## src/rtl/wb_arb_pkg.sv

```systemverilog
// Shared types for the register-file write-port arbiter.
//   DW_DEF / AW_DEF : default data / register-address widths
//   arb_state_t     : arbiter mode (IDLE: nothing buffered, DRAIN: buffered
//                     results written on WB bubbles, FORCE: bubbles requested)
//   arb_entry_t     : one buffered long-latency result
package wb_arb_pkg;

  localparam int DW_DEF = 32;
  localparam int AW_DEF = 5;

  typedef enum logic [1:0] {
    IDLE  = 2'd0,
    DRAIN = 2'd1,
    FORCE = 2'd2
  } arb_state_t;

  // The entry width is fixed by the package defaults; the top-level DW/AW
  // parameters must match them.
  typedef struct packed {
    logic              valid;
    logic              kill;
    logic [AW_DEF-1:0] destR;
    logic [DW_DEF-1:0] data;
  } arb_entry_t;

endpackage

```

## src/rtl/wb_result_fifo.sv

```systemverilog
// Circular buffer of long-latency results waiting for the register-file port.
//   clk, rst        : clock, async active-low reset (discards all entries)
//   push/push_entry : store an entry (ignored when full)
//   pop             : retire the head (ignored when empty)
//   kill_en/addr    : mark every stored entry with destR == kill_addr as killed
//   head            : current head entry (valid=0 when empty)
//   full/empty      : occupancy flags
//   count           : registered live-entry count (wr - rd with extra MSB)
module wb_result_fifo
  import wb_arb_pkg::*;
#(
  parameter int DEPTH = 2,
  localparam int PW = $clog2(DEPTH),
  localparam int CW = PW + 1
) (
  input  logic              clk,
  input  logic              rst,
  input  logic              push,
  input  arb_entry_t        push_entry,
  input  logic              pop,
  input  logic              kill_en,
  input  logic [AW_DEF-1:0] kill_addr,
  output arb_entry_t        head,
  output logic              full,
  output logic              empty,
  output logic [CW-1:0]     count
);

  arb_entry_t       mem [DEPTH];
  logic [CW-1:0]    wr_ptr, rd_ptr, wr_nxt, rd_nxt;
  logic [DEPTH-1:0] kill_hit;
  logic             do_push, do_pop;

  assign full    = (count == CW'(DEPTH));
  assign empty   = (count == '0);
  assign do_push = push && !full;
  assign do_pop  = pop && !empty;
  assign wr_nxt  = wr_ptr + CW'(do_push);
  assign rd_nxt  = rd_ptr + CW'(do_pop);
  assign head    = mem[rd_ptr[PW-1:0]];

  // Every slot compares its destination against the WB address in parallel.
  for (genvar i = 0; i < DEPTH; i++) begin : g_kill
    assign kill_hit[i] = kill_en && mem[i].valid && (mem[i].destR == kill_addr);
  end

  always_ff @(posedge clk or negedge rst) begin
    if (!rst) begin
      wr_ptr <= '0;
      rd_ptr <= '0;
      count  <= '0;
      for (int i = 0; i < DEPTH; i++) mem[i] <= '0;
    end else begin
      for (int i = 0; i < DEPTH; i++)
        if (kill_hit[i]) mem[i].kill <= 1'b1;
      if (do_pop)  mem[rd_ptr[PW-1:0]].valid <= 1'b0;
      // The write slot is never a live slot (push is blocked when full),
      // so it cannot collide with the kill or pop updates above.
      if (do_push) mem[wr_ptr[PW-1:0]] <= push_entry;
      wr_ptr <= wr_nxt;
      rd_ptr <= rd_nxt;
      count  <= wr_nxt - rd_nxt;
    end
  end

endmodule

```

## src/rtl/wb_port_arbiter.sv

```systemverilog
// Shares the register-file write port between the WB stage (always wins,
// never stalls) and a long-latency unit whose results queue in a FIFO and are
// written on WB bubbles. stall_req forces bubbles when the head has starved
// for STARVE_MAX cycles or the FIFO is full.
//   clk, rst                   : clock, async active-low reset
//   wb_wreg/wb_destR/wb_dest   : WB stage write (r0 writes ignored)
//   lu_valid/lu_destR/lu_data  : long-latency result, accepted when lu_ready
//   lu_ready                   : FIFO not full (combinational)
//   rf_we/rf_waddr/rf_wdata    : registered register-file write port
//   stall_req                  : registered bubble request
//   fifo_cnt                   : registered FIFO occupancy
module wb_port_arbiter
  import wb_arb_pkg::*;
#(
  parameter int DEPTH      = 2,
  parameter int DW         = DW_DEF,
  parameter int AW         = AW_DEF,
  parameter int STARVE_MAX = 4
) (
  input  logic                   clk,
  input  logic                   rst,
  input  logic                   wb_wreg,
  input  logic [AW-1:0]          wb_destR,
  input  logic [DW-1:0]          wb_dest,
  input  logic                   lu_valid,
  input  logic [AW-1:0]          lu_destR,
  input  logic [DW-1:0]          lu_data,
  output logic                   lu_ready,
  output logic                   rf_we,
  output logic [AW-1:0]          rf_waddr,
  output logic [DW-1:0]          rf_wdata,
  output logic                   stall_req,
  output logic [$clog2(DEPTH):0] fifo_cnt
);

  localparam int CW = $clog2(DEPTH) + 1;
  localparam int SW = $clog2(STARVE_MAX + 1);
  localparam logic [SW-1:0] SMAX = SW'(STARVE_MAX);

  arb_state_t    state;
  arb_entry_t    head, push_entry;
  logic          full, empty;
  logic          wb_req, head_valid, head_live, head_dead;
  logic          grant_lu, pop, store;
  logic [SW-1:0] starve_cnt, starve_nxt;
  logic [CW-1:0] cnt_nxt;

  assign wb_req     = wb_wreg && (wb_destR != '0);
  assign head_valid = !empty && head.valid;
  assign head_live  = head_valid && !head.kill;
  assign head_dead  = head_valid && head.kill;
  assign grant_lu   = !wb_req && head_live;
  // A killed head needs no port slot, so it retires even under WB traffic.
  assign pop        = grant_lu || head_dead;
  assign lu_ready   = !full;
  // r0 results and results already superseded by this cycle's WB write
  // complete the handshake but are not stored.
  assign store      = lu_valid && lu_ready && (lu_destR != '0) &&
                      !(wb_req && (lu_destR == wb_destR));
  assign push_entry = '{valid: 1'b1, kill: 1'b0, destR: lu_destR, data: lu_data};
  assign cnt_nxt    = fifo_cnt + CW'(store) - CW'(pop);
  // Only a live head that lost to WB starves; pop or empty clears.
  assign starve_nxt = !(head_live && wb_req) ? '0 :
                      (starve_cnt == SMAX)   ? SMAX : starve_cnt + SW'(1);

  wb_result_fifo #(.DEPTH(DEPTH)) u_fifo (
    .clk        (clk),
    .rst        (rst),
    .push       (store),
    .push_entry (push_entry),
    .pop        (pop),
    .kill_en    (wb_req),
    .kill_addr  (wb_destR),
    .head       (head),
    .full       (full),
    .empty      (empty),
    .count      (fifo_cnt)
  );

  // Transitions look at next-cycle occupancy/starvation so that a pop in
  // the same cycle is taken into account. stall_req follows the state one
  // cycle later.
  always_ff @(posedge clk or negedge rst) begin
    if (!rst) begin
      state      <= IDLE;
      stall_req  <= 1'b0;
      starve_cnt <= '0;
    end else begin
      stall_req  <= (state == FORCE);
      starve_cnt <= starve_nxt;
      case (state)
        IDLE:  if (cnt_nxt != '0) state <= DRAIN;
        DRAIN: begin
          if (starve_nxt == SMAX || cnt_nxt == CW'(DEPTH)) state <= FORCE;
          else if (cnt_nxt == '0)                          state <= IDLE;
        end
        FORCE: begin
          if (cnt_nxt == '0) state <= IDLE;
          else if (pop && cnt_nxt < CW'(DEPTH) && starve_nxt == '0)
            state <= DRAIN;
        end
        default: state <= IDLE;
      endcase
    end
  end

  always_ff @(posedge clk or negedge rst) begin
    if (!rst) begin
      rf_we    <= 1'b0;
      rf_waddr <= '0;
      rf_wdata <= '0;
    end else if (wb_req) begin
      rf_we    <= 1'b1;
      rf_waddr <= wb_destR;
      rf_wdata <= wb_dest;
    end else if (grant_lu) begin
      rf_we    <= 1'b1;
      rf_waddr <= head.destR;
      rf_wdata <= head.data;
    end else begin
      rf_we    <= 1'b0;
    end
  end

endmodule

```

## config.mk

```make
export PLATFORM = sky130hd
export DESIGN_NAME = wb_port_arbiter
export DESIGN_NICKNAME = d
export VERILOG_FILES = /design/src/rtl/wb_arb_pkg.sv /design/src/rtl/wb_result_fifo.sv /design/src/rtl/wb_port_arbiter.sv
export SDC_FILE = /design/constraint.sdc
export NUM_CORES = 1
export LEC_CHECK = 0
export CAP_MARGIN = 20
export CORE_UTILIZATION = 30
export DETAILED_ROUTE_END_ITERATION = 10
export PLACE_DENSITY = 0.48
export SLEW_MARGIN = 20
export SYNTH_ARGS = -nofsm -noshare
export SYNTH_HDL_FRONTEND = slang
export SYNTH_HIERARCHICAL = 1
export SYNTH_SLANG_ARGS = --single-unit
```

## constraint.sdc

```tcl
create_clock -name clk -period 3.8 [get_ports clk]
set_clock_uncertainty 0.1 [all_clocks]
set_input_delay 0.76 -clock clk [delete_from_list [all_inputs] [get_ports clk]]
set_output_delay 0.76 -clock clk [all_outputs]
set_load 0.05 [all_outputs]
```

# --- Yosys cells after proc, flatten, opt, wreduce, memory -nomap -nowiden ---
# Cells that the tools add are included.
totals:
  regBits: 128
  word_cells: 105
classes:
  addsub: 6
  n_lt_le_gt_ge: 5
  eq_ne: 12
  n_mux: 27
  bitwise_logic: 2
  n_reduce_logical: 36
ops:
  columns: ["op", "n"]
  rows:
  - ["39-bit two-way mux", 5]
  - ["78-bit bitwise mux", 2]
  - ["78-bit two-way mux", 2]
  - ["39-bit demux with 1-bit select", 2]
  - ["32-bit two-way mux", 2]
  - ["1-bit logical AND", 20]
  - ["5-bit == test", 3]
  - ["2-bit two-way mux", 5]
  - ["5-bit two-way mux", 2]
  - ["5-bit nonzero test", 2]
  - ["2-bit by 1-bit adder with 2-bit output", 3]
  - ["2-bit == test (second input constant)", 3]
  - ["3-bit == test (second input constant)", 2]
  - ["2-bit zero test", 3]
  - ["3-bit two-way mux", 2]
  - ["2-bit one-hot mux with 3 select lines", 1]
  - ["1-bit zero test", 5]
  - ["2-bit greater-or-equal comparator (second input constant)", 2]
  - ["2-bit by 1-bit < comparator with 1-bit output (second input constant)", 2]
  - ["1-bit two-way mux", 4]
  - ["1-bit inverter with 2-bit output", 2]
  - ["2-bit nonzero test", 2]
  - ["3-bit by 1-bit adder with 3-bit output (second input constant)", 1]
  - ["3-bit zero test", 1]
  - ["9 further kinds", 10]

# --- Longest topological paths before layout ---
# Gate-level depths: netlist (run 1).
depth:
  ltp_word: 15
  mapped_depth: 13
  ltp_nobuf: 12

# --- Modules after synthesis ---
# The synthesis (run 1) kept the hierarchy.
modules_own_cells:
  columns: ["mod", "instances", "cells_each", "area_each_um2"]
  rows:
  - ["wb_result_fifo", 1, 458, 3930.0]
  - ["wb_port_arbiter", 1, 220, 2398.6]

# --- Worst setup path before layout (run 1) ---
# Ideal clock, no wire load.
synth_timing:
  kind: "input port to flip-flop"
  start: "in wb_destR[0]"
  end: "reg state[0]"
  setup_time_ps: 124
  arrival_time_ps: 2956
  t_required_ps: 3576
  path_slack_ps: 620
  stages: 13
  n_path_buf: 1
  path_cell_list: "or3_4 > o31ai_4 > inv_2 > buf_6 > nand4_1 > o2111ai_1 > ha_1 > inv_1 > ha_1 > xnor2_1 > xnor2_1 > nor3b_1 > a211o_1"
synth_via:
  elab_chain_len: 12
  word_cells_on_any_way: 29
  cone_classes: "2 x add/sub; 1 x order compare; 6 x eq/ne; 4 x mux; 16 x reduce/logical"
synth_lines:
  columns: ["element", "line", "rtl"]
  rows:
  - ["start, declared", "wb_port_arbiter.sv:23", "input logic [AW-1:0] wb_destR,"]
  - ["5-bit nonzero test", "wb_port_arbiter.sv:48", "assign wb_req = wb_wreg && (wb_destR != '0);"]
  - ["1-bit logical AND", "wb_port_arbiter.sv:48", null]
  - ["1-bit logical AND", "wb_port_arbiter.sv:59", "!(wb_req && (lu_destR == wb_destR));"]
  - ["1-bit zero test", "wb_port_arbiter.sv:59", null]
  - ["1-bit logical AND", "wb_port_arbiter.sv:58", "assign store = lu_valid && lu_ready && (lu_destR != '0) &&"]
  - ["2-bit by 1-bit adder with 2-bit output", "wb_port_arbiter.sv:61", "assign cnt_nxt = fifo_cnt + CW'(store) - CW'(pop);"]
  - ["2-bit by 1-bit subtractor with 2-bit output", "wb_port_arbiter.sv:61", null]
  - ["2-bit < comparator", "wb_port_arbiter.sv:99", "else if (pop && cnt_nxt < CW'(DEPTH) && starve_nxt == '0)"]
  - ["1-bit logical AND (2 in series)", "wb_port_arbiter.sv:99", null]
  - ["3-bit by 1-bit inequality test with 1-bit output (no line)", null, null]
  - ["3-bit AND reduction (no line)", null, null]
  - ["end signal, assigned", "wb_port_arbiter.sv:98", "if (cnt_nxt == '0) state <= IDLE;"]
  - ["end signal, assigned", "wb_port_arbiter.sv:100", "state <= DRAIN;"]
  - ["end signal, assigned", "wb_port_arbiter.sv:102", "default: state <= IDLE;"]
  - ["end, declared", "wb_port_arbiter.sv:40", "arb_state_t state;"]
# Several ways; a longest one is shown, not always the timed one.
# A chain may end at the register's enable or synchronous reset.

# --- Worst setup path in the final report (run 1) ---
# Same ends and word-level chain as after synthesis.

==> flow_metrics.py, run 1 <==
metrics = {
    "logic_synthesis": {
        "post_synth_top_area_cell": "dfrtp_1",
        "postSynth.topFlopCell": "dfrtp_1",
        "synth.most_common_cell": "nand2_1",
        "ys_seq_area_frac": 0.506,
        "synth_top_cell_area_share": 0.506,
        "synthesis.area_per_instance_um2": 9.33,
        "async_flop_share": 1.00,
        "synthesized_cell_area_um2": 6330,
        "synth.ff_latch_count": 128,
        "netlist_top_cells_count": "nand2_1 (150), dfrtp_1 (128), inv_1 (87), o22ai_1 (74), o21ai_0 (45)",
        "synth_edf_count": 0,
        "syn-instance-count": 678,
        "leading_post_synthesis_cells_by_cell_area": "dfrtp_1 (51%), nand2_1 (8.9%), o22ai_1 (7.3%)",
        "yosys_warnings": 6,
        "synth_cell_types": 46,
    },
    "timing": {
        "grt_setup_unrepaired": "false",
        "timing_hold_violations_final": 0,
        "finalWorstPathRequiredPeriod_ns": 3.25,
        "fmax_mhz": 308,
        "setup_tns_ns": 0,
        "setup_viol_count_final": 0,
        "worst-slew-pin-transition_ns": 0.966,
        "min_period_over_period": 0.855,
        "relSlewSlack": 0.356,
        "slew_viol_final": 0,
    },
    "critical_path": {
        "crit_path_max_incr_delay_ns": 0.46,
        "cp_num_buf_inv": 3,
        "worst_path_dominant_cell_family": "compound AO/OA/AOI/OAI gates",
        "criticalPathCategory": "in -> reg",
        "element_type_at_the_critical_path_start": "primary input",
        "required_time_reported_for_the_critical_path_endpoint_ns": 3.99,
        "endpoint_kind": "register",
        "cp.arrival_ns": 3.44,
        "critPathMaxFanout": 3,
        "path_cells": "clkdlybuf4s50_1 > or3_4 > o31ai_4 > clkinv_2 > nand4_1 > o2111ai_1 > ha_1 > inv_1 > ha_1 > xnor2_1 > xnor2_1 > nor4b_1 > a211o_1",
        "worst_path_max_delay_cell": "clkdlybuf4s50_1",
    },
    "power_and_ir_drop": {
        "power-per-cell-area_nw_per_um2": 794,
        "leakage_nw": 3.44,
        "max-vdd-ir-drop_uv": 302,
    },
    "grt": {
        "first_pass_grt_wire_length_um": 27300,
        "grt_usage": 0.161,
        "first_global_vias": 5139,
        "grt_total_ovfl": 0,
        "grt_start_max_net_pins": 75,
        "antenna_found_initial": 0,
    },
    "route": {
        "drt.antenna.violating_nets": 0,
        "num_vias": 4970,
        "wl_met3_um": 689,
        "top_signal_layer_used": "met4",
        "first_pass_iters": 4,
        "totalWireLength_um": 16300,
        "drc": 0,
        "post_drt_via_cell_ratio": 4.64,
        "wl_per_cell_um": 15.2,
        "route.met2.wl_um": 7670,
        "detail_route.iter0.violations": 234,
        "wirelength_met1_um": 7780,
    },
    "layout": {
        "sequential_cell_area_um2": 3200,
        "fillerInstances": 2017,
        "drive_gt1_frac": 0.115,
        "area.growth.synth_to_final_pct": 33.5,
        "finish.net_count": 876,
        "multiInputGateArea_um2": 2560,
        "final_area_um2": 8450,
        "antennaDiodeCount": 0,
    },
    "placed_design": {
        "place_area_um2": 7810,
        "dp_hpwl_um": 10700,
        "place.gp.congestion": 0.800,
        "io_buffer_count": 119,
    },
    "cts": {
        "clkSlewWorstSetupHoldPaths_ns": 0.06,
        "postCtsResizedCells": 0,
        "ctsHoldBuffers": 0,
        "post_cts_buffers": 0,
        "cts_tree": "yes",
        "clkLatencyLatePin_ns": 0.42,
        "cts.sinks": 128,
        "cts_root_buf": "clkbuf_16",
        "clock_tree.buffer_depth": 2,
        "cts_buffers": 17,
        "htree_levels": 4,
    },
    "floorplanning": {
        "floorplan.die_area_um2": 21700,
        "die_height_um": 147,
        "fp.coreArea_um2": 20400,
        "floorplan.initialDensity": 0.310,
        "floorplan.rows": 52,
        "design.portCount": 120,
        "dieWidth_um": 147,
    },
    "worst_hold_path": {
        "worstHoldPathType": "in -> async",
    },
    "status": {
        "outcome": "complete, no violations",
    },
    "job": {
        "max_cap_viols": 0,
    },
}
==> registers in the layout, summed over array words and instances (netlist names) <==
register,count
starve_cnt,3
state,2
rf_we,1
u_fifo/rd_ptr,2
rf_waddr,5
u_fifo/wr_ptr,2
u_fifo/count,2
rf_wdata,32
u_fifo/mem,78
stall_req,1
==> cell families (layout without fill, tap and decap cells) <==
| logic type | count (synthesis) | count (layout) | synth area share |
|---|---|---|---|
| AO/OA/AOI/OAI | 167 | 167 | 0.174 |
| XOR/XNOR | 21 | 21 | 0.0291 |
| adder cells (fa/ha/maj) | 8 | 8 | 0.0158 |
| buffers and inverters | 133 | 256 | 0.0911 |
| flip-flops | 128 | 128 | 0.506 |
| multiplexers | 39 | 39 | 0.0621 |
| other | 2 | 3 | 0.00119 |
| AND/OR/NAND/NOR | 180 | 180 | 0.121 |
==> cells in the final DEF (no fill, tap or decap), types with 2 or more instances in the layout <==
cell	count
nor2b_1	4
o21ai_2	27
mux2i_1	37
inv_1	87
xnor2_1	8
nand3_2	2
dfrtp_1	127
a21oi_1	2
mux2_2	2
xor2_1	13
ha_2	2
o21ai_0	45
clkinv_4	2
clkinv_2	2
nand2_1	150
bufinv_16	4
nand2b_1	3
conb_1	3
clkbuf_16	17
nor2_1	4
ha_1	6
inv_6	2
buf_4	15
nor3_1	2
nand4_1	2
o21ai_1	7
clkinvlp_4	3
clkdlybuf4s50_1	118
o211ai_1	2
o22ai_1	74
clkbuf_8	2
a41oi_1	2
nor4_1	2
buf_12	4
==> power breakdown <==
part	switching (W)	internal [W]
registers	0.000301	0.00190
clock network	0.000621	0.00113
logic	0.00167	0.00108
==> worst paths after layout <==
check / startpoint / to / slack, ns / cells after the start
setup / recovery: wb_destR[0] / state[0] / 0.55 / 13
hold / removal: rst / rf_wdata[19] / 0.30 / 1
setup reg to reg: u_fifo/rd_ptr[0] / state[0] / 0.83 / 11
hold reg to reg: u_fifo/wr_ptr[1] / u_fifo/wr_ptr[1] / 0.38 / 1
max in group asynchronous: rst / rf_wdata[29] / 2.48 / 2
min in group clk: u_fifo/wr_ptr[1] / u_fifo/wr_ptr[1] / 0.38 / 1
==> metrics by stage <==
stage          cells   util  power [W]  setup WS, ns  hold slack (ns)
5_1_grt         1072  0.414    0.00719         0.373            0.354
6_report        1072  0.414    0.00671         0.552            0.305
3_3_place_gp    1041  0.382    0.00495         0.199            0.363
2_1_floorplan    679      -    0.00414         0.620            0.347
4_1_cts         1072  0.414    0.00679         0.546            0.334
3_5_place_dp    1041  0.382    0.00500         0.105            0.365
==> cell type report <==
cell class,instances,area share
Clock inverter,12,0.0216
Clock buffer,19,0.0536
Multi-Input combinational cell,418,0.304
Inverter,88,0.0392
Timing Repair Buffer,137,0.163
Tap cell,270,0.0400
Sequential cell,128,0.379
==> per-layer routing <==
layer	vias to the layer above	global-route usage
li1	2490	-
met1	2360	0.215
met2	110	0.258
met3	10	0.0398
met4	0	0.0490
met5	-	0
Power figures use the tool's default switching activity.
==> run 2, diff against run 1 <==
- CTS_CLUSTER_SIZE: not set -> 25
==> results of run 2 <==
Same layout as run 1: the final DEF is identical, and so are final timing and power.
